File: src/rtl/serial_adder_pkg.sv
// Shared definitions for the bit-serial adder: FSM state encoding and default operand width.
package serial_adder_pkg;

  localparam int DEFAULT_WIDTH = 8;

  localparam logic [1:0] S_IDLE = 2'd0;
  localparam logic [1:0] S_RUN  = 2'd1;
  localparam logic [1:0] S_DONE = 2'd2;

  typedef enum logic [1:0] {
    ST_IDLE = S_IDLE,
    ST_RUN  = S_RUN,
    ST_DONE = S_DONE
  } state_t;

endpackage

File: src/rtl/serial_fa_cell.sv
// Combinational full adder made of two half adders and an OR; the single cell reused every bit.
module serial_fa_cell (
  output logic sum,
  output logic cout,
  input  logic a,
  input  logic b,
  input  logic c
);

  logic hs, hc0, hc1;

  assign hs   = a ^ b;
  assign hc0  = a & b;
  assign sum  = hs ^ c;
  assign hc1  = hs & c;
  assign cout = hc0 | hc1;

endmodule

File: src/rtl/serial_adder_ctrl.sv
// Bit-serial adder: accept in IDLE, WIDTH shift cycles in RUN, result held in DONE until out_ready.
// SERIAL_ADDER_SUB_EN adds a sub port selecting a - b (captured inverted b, initial carry 1).
module serial_adder_ctrl
  import serial_adder_pkg::*;
#(
  parameter int WIDTH = DEFAULT_WIDTH,
  parameter int CNT_W = $clog2(WIDTH)
) (
  input  logic             clk,
  input  logic             rst,
  input  logic             in_valid,
  output logic             in_ready,
  input  logic [WIDTH-1:0] a,
  input  logic [WIDTH-1:0] b,
  input  logic             cin,
`ifdef SERIAL_ADDER_SUB_EN
  input  logic             sub,
`endif
  output logic             out_valid,
  input  logic             out_ready,
  output logic [WIDTH-1:0] sum,
  output logic             cout
);

  localparam logic [CNT_W-1:0] CNT_LAST = CNT_W'(WIDTH - 1);

  state_t           state, state_nxt;
  logic             rdy_en;
  logic [WIDTH-1:0] a_sh, b_sh;
  logic [WIDTH-2:0] sum_sh;
  logic [WIDTH-1:0] sum_nxt;
  logic [CNT_W-1:0] cnt;
  logic             carry;
  logic             cell_s, cell_c;
  logic             accept, last_bit, sub_eff;

`ifdef SERIAL_ADDER_SUB_EN
  assign sub_eff = sub;
`else
  assign sub_eff = 1'b0;
`endif

  serial_fa_cell u_cell (
    .sum  (cell_s),
    .cout (cell_c),
    .a    (a_sh[0]),
    .b    (b_sh[0]),
    .c    (carry)
  );

  assign accept   = in_valid && in_ready;
  assign last_bit = (state == ST_RUN) && (cnt == CNT_LAST);
  assign sum_nxt  = {cell_s, sum_sh};

  always_ff @(posedge clk or posedge rst) begin
    if (rst) state <= ST_IDLE;
    else     state <= state_nxt;
  end

  // Keeps in_ready low until the first edge after reset is released.
  always_ff @(posedge clk or posedge rst) begin
    if (rst) rdy_en <= 1'b0;
    else     rdy_en <= 1'b1;
  end

  always_comb begin
    state_nxt = state;
    in_ready  = 1'b0;
    out_valid = 1'b0;
    case (state)
      ST_IDLE: begin
        in_ready = rdy_en;
        if (in_valid && rdy_en) state_nxt = ST_RUN;
      end
      ST_RUN: begin
        if (cnt == CNT_LAST) state_nxt = ST_DONE;
      end
      ST_DONE: begin
        out_valid = 1'b1;
        if (out_ready) state_nxt = ST_IDLE;
      end
      default: state_nxt = ST_IDLE;
    endcase
  end

  always_ff @(posedge clk or posedge rst) begin
    if (rst) begin
      a_sh   <= '0;
      b_sh   <= '0;
      sum_sh <= '0;
      cnt    <= '0;
      carry  <= 1'b0;
      sum    <= '0;
      cout   <= 1'b0;
    end else if (accept) begin
      a_sh  <= a;
      b_sh  <= sub_eff ? ~b : b;
      carry <= sub_eff ? 1'b1 : cin;
      cnt   <= '0;
    end else if (state == ST_RUN) begin
      a_sh   <= a_sh >> 1;
      b_sh   <= b_sh >> 1;
      sum_sh <= sum_nxt[WIDTH-1:1];
      carry  <= cell_c;
      if (!last_bit) cnt <= cnt + CNT_W'(1);
      // Outputs only update on the final bit so they stay stable outside DONE.
      if (last_bit) begin
        sum  <= sum_nxt;
        cout <= cell_c;
      end
    end
  end

endmodule

File: config.mk
export PLATFORM = sky130hd
export DESIGN_NAME = serial_adder_ctrl
export DESIGN_NICKNAME = d
export VERILOG_FILES = /design/src/rtl/serial_adder_pkg.sv /design/src/rtl/serial_fa_cell.sv /design/src/rtl/serial_adder_ctrl.sv
export SDC_FILE = /design/constraint.sdc
export NUM_CORES = 1
export LEC_CHECK = 0
export CAP_MARGIN = 20
export CORE_MARGIN = 2
export CORE_UTILIZATION = 51
export DETAILED_ROUTE_END_ITERATION = 16
export PLACE_DENSITY = 0.89
export SLEW_MARGIN = 40
export SYNTH_ARGS = -nofsm -noshare
export SYNTH_HDL_FRONTEND = slang
export SYNTH_SLANG_ARGS = --single-unit
File: constraint.sdc
create_clock -name clk -period 1.6 [get_ports clk]
set_input_delay 0.48 -clock clk [delete_from_list [all_inputs] [get_ports clk]]
set_output_delay 0.48 -clock clk [all_outputs]
set_load 0.01 [all_outputs]
==> results.json <==
{
  "status": "finished, violations left",
  "violations": "setup timing",
  "internal_power_mw": 2.45,
  "slowest_delay_ns": 0.40,
  "drc_errors": 0,
  "path_cells": "or2b_1, inv_1, buf_2",
  "cts_tree": "built",
  "crit_required_ns": 1.12,
  "combPwrFrac_pct": 42.1,
  "clock_sinks": 39,
  "crit_path_end": "out_valid",
  "ff2ff_setup_slack_ns": -0.01,
  "power_frac_seq_pct": 42.4,
  "die_h_um": 61.3,
  "syn_inst": 137,
  "crit_cells": 3,
  "drive_gt1_share_pct": 21.5,
  "yosys_warnings": 0,
  "holdWs_ns": 0.473,
  "routabilityCongestion": 0.743,
  "critical_path_class": "register to output port",
  "end_kind": "output port",
  "wirelength_mm": 3.58,
  "wl_met3_um": 221,
  "grt_pass1_vias": 1276,
  "synth-seq-area-share_pct": 58.2,
  "r2r-end": "a_sh[5]",
  "dp_cells": 211,
  "drt_iter0_drc": 39,
  "port_buffers": 31,
  "synth_xor_area_share_pct": 0.522,
  "synthMuxAreaShare_pct": 6.04,
  "start_util_pct": 54.5,
  "worstSetupStartpoint": "state[1]",
  "synth_top_family_by_area": "compound AO/OA/AOI/OAI gates",
  "rsz0062_at_grt": "yes",
  "p_leak_nw": 1.19,
  "max_freq_mhz": 610,
  "wl_per_cell_um": 15.9,
  "via_count": 1202,
  "track_usage_pct": 20.7,
  "fin_crit_sh_pct": 102,
  "wl_met2_mm": 1.83,
  "worst_slack_ns": -0.0394,
  "top_layer": "met4",
  "worst_setup_path_start_kind": "register",
  "ys_ff_latch": 39,
  "drt_pass1_iterations": 4,
  "r2r_start": "state[1]",
  "stdcell_count": 225,
  "power_mw": 3.80,
  "fin_crit_ns": 1.64,
  "cts-root-buf": "clkbuf_4",
  "clk_latency_ns": 0.34,
  "drv_cap": 0,
  "power_density_mw_per_mm2": 1710,
  "power_frac_clock_pct": 15.5,
  "die_area_mm2": 0.00376,
  "drv_slew": 0,
  "syn_to_final_growth_pct": 32.3,
  "cts_hold_buffers": 0,
  "cts_buffer_depth": 2,
  "rr_worst_depth": 7,
  "path_buf_inv": 2,
  "diodes": 0,
  "synthFlopType": "dfrtp_1",
  "postRouteAntennaNets": 0,
  "rows": 20,
  "cts-htree-levels": 2,
  "synth_nets": 161,
  "hold_viol": 0,
  "dp_hpwl_mm": 2.31,
  "ys_types": 23,
  "cp_top_family": "flip-flops",
  "fin_nets": 204,
  "numCtsBuffers": 5,
  "vdd_drop_max_mv": 1.03,
  "crit_path_top_delay_cell": "dfrtp_1",
  "synth_edf_count": 0,
  "fin_setup_tns_ns": -0.0620,
  "cp.arrival_ns": 1.16,
  "vias_per_cell": 5.34,
  "fin_util_pct": 72.1,
  "power.switching_mw": 1.34,
  "finalSetupViolations": 6,
  "hp-class": "input pin to asynchronous set/reset pin",
  "switching_share_pct": 35.4,
  "met1_length_mm": 1.47,
  "avgSynthCellArea_um2": 12.2,
  "clk_pin_slew_ns": 0.12,
  "grt_first_pass_wirelength_mm": 5.55,
  "antenna_found_initial": 0,
  "synth_fa_ha_area_share_pct": 2.69,
  "die_w_um": 61.3,
  "coreArea_mm2": 0.00308,
  "grt_max_degree": 40,
  "final.setup_skew_ns": 0.0142,
  "synth-simple-area-share_pct": 10.7,
  "cp_max_fo": 3,
  "grt_remaining_overflow": 0,
  "mappedNetlistArea_mm2": 0.00168,
  "pin_count": 32,
  "synth-compound-area-share_pct": 16.6,
  "async_reset_ff_share_pct": 100
}
flip-flops by register name, indices dropped and copies added (netlist names):
name    count
a_sh        8
b_sh        8
carry       1
cnt         3
cout        1
rdy_en      1
state       2
sum         8
sum_sh      7
Yosys cell counts, drive strengths merged, types with 5 or more instances:
| library cell | count | share of area [%] |
|---|---|---|
| a21o | 15 | 6.7 |
| mux2 | 9 | 6.0 |
| dfrtp | 39 | 58 |
| buf | 7 | 4.3 |
| nand2 | 28 | 6.7 |
| a22o | 15 | 7.8 |
| o21ai | 5 | 1.5 |
cells by family after synthesis:
logic type,count (synthesis)
mux,9
other cells,1
flops,39
simple gates,37
xor+xnor,1
buf+inv,10
fa+ha+maj,3
compound gates,37
per-stage QoR:
step / worst slack [ns] / instance area [um^2]
floorplan: 0.126 / 1680
detailed placement: -0.231 / 2060
CTS: -0.0696 / 2130
global route: -0.112 / 2220
global placement: -0.175 / 2060
finish: -0.0394 / 2220
power groups by stage:
stage | logic, mW | registers [mW] | clock network, mW
3_3_place_gp | 1.42 | 1.60 | 0
3_5_place_dp | 1.52 | 1.63 | 0
5_1_grt | 1.77 | 1.65 | 0.633
2_1_floorplan | 1.04 | 1.62 | 0
4_1_cts | 1.47 | 1.61 | 0.601
6_report | 1.60 | 1.61 | 0.589
per-layer routing:
metal,GRT usage [%],vias up
met4,11.2,0
met3,7.77,8
met5,0,-
met1,24.1,596
met2,33.4,38
li1,-,560
worst register-to-register path, stage by stage (launching register included):
cell      delay (ns)
dfrtp_1         0.42
buf_4           0.15
buf_6           0.12
nor4bb_4        0.29
buf_6           0.17
buf_12          0.12
nor2_4          0.06
a21o_1          0.17
timing repair:
action | CTS | global route
pin swaps | 2 | 15
buffers inserted | 1 | 2
cloned | 0 | 3
endpoints found under the setup margin | 15 | 20
gates resized for setup | 19 | 4
cell usage in the layout (no fill, tap or decap), types with 2 or more instances in the layout:
cell type / synthesis / routed
dfrtp_1: 39 / 39
nand2_1: 27 / 27
clkdlybuf4s50_1: 0 / 20
a22o_1: 15 / 15
a21o_1: 15 / 15
mux2_2: 9 / 9
dlygate4sd2_1: 0 / 9
buf_4: 2 / 6
o21ai_0: 5 / 5
clkbuf_4: 0 / 5
nor2_4: 1 / 2
or2b_1: 2 / 2
a21oi_1: 2 / 2
inv_1: 2 / 2
clkbuf_8: 0 / 2
clkbuf_16: 0 / 2
buf_2: 0 / 2
buf_12: 0 / 2
buf_6: 5 / 2
worst min-delay path by stage:
stage | startpoint | endpoint | slack [ns] | cells after the start
final | rst | sum_sh[2] | 0.47 | 3
after global routing | rst | sum[4] | 0.51 | 3
after CTS | rst | sum[4] | 0.47 | 3
after detailed placement | sum_sh[0] | sum_sh[0] | 0.47 | 2
after global placement | sum_sh[0] | sum_sh[0] | 0.46 | 2
after floorplan | sum_sh[0] | sum_sh[0] | 0.44 | 2
area by class of cell:
type,count,area (um^2)
clock buffers,7,65.1
well taps,44,55.1
inverters,2,7.51
repair buffers,43,447
clock inverters,1,7.51
flip-flops and latches,39,976
multi-input cells,89,661
fillers,219,860
Power figures use the tool's default switching activity.
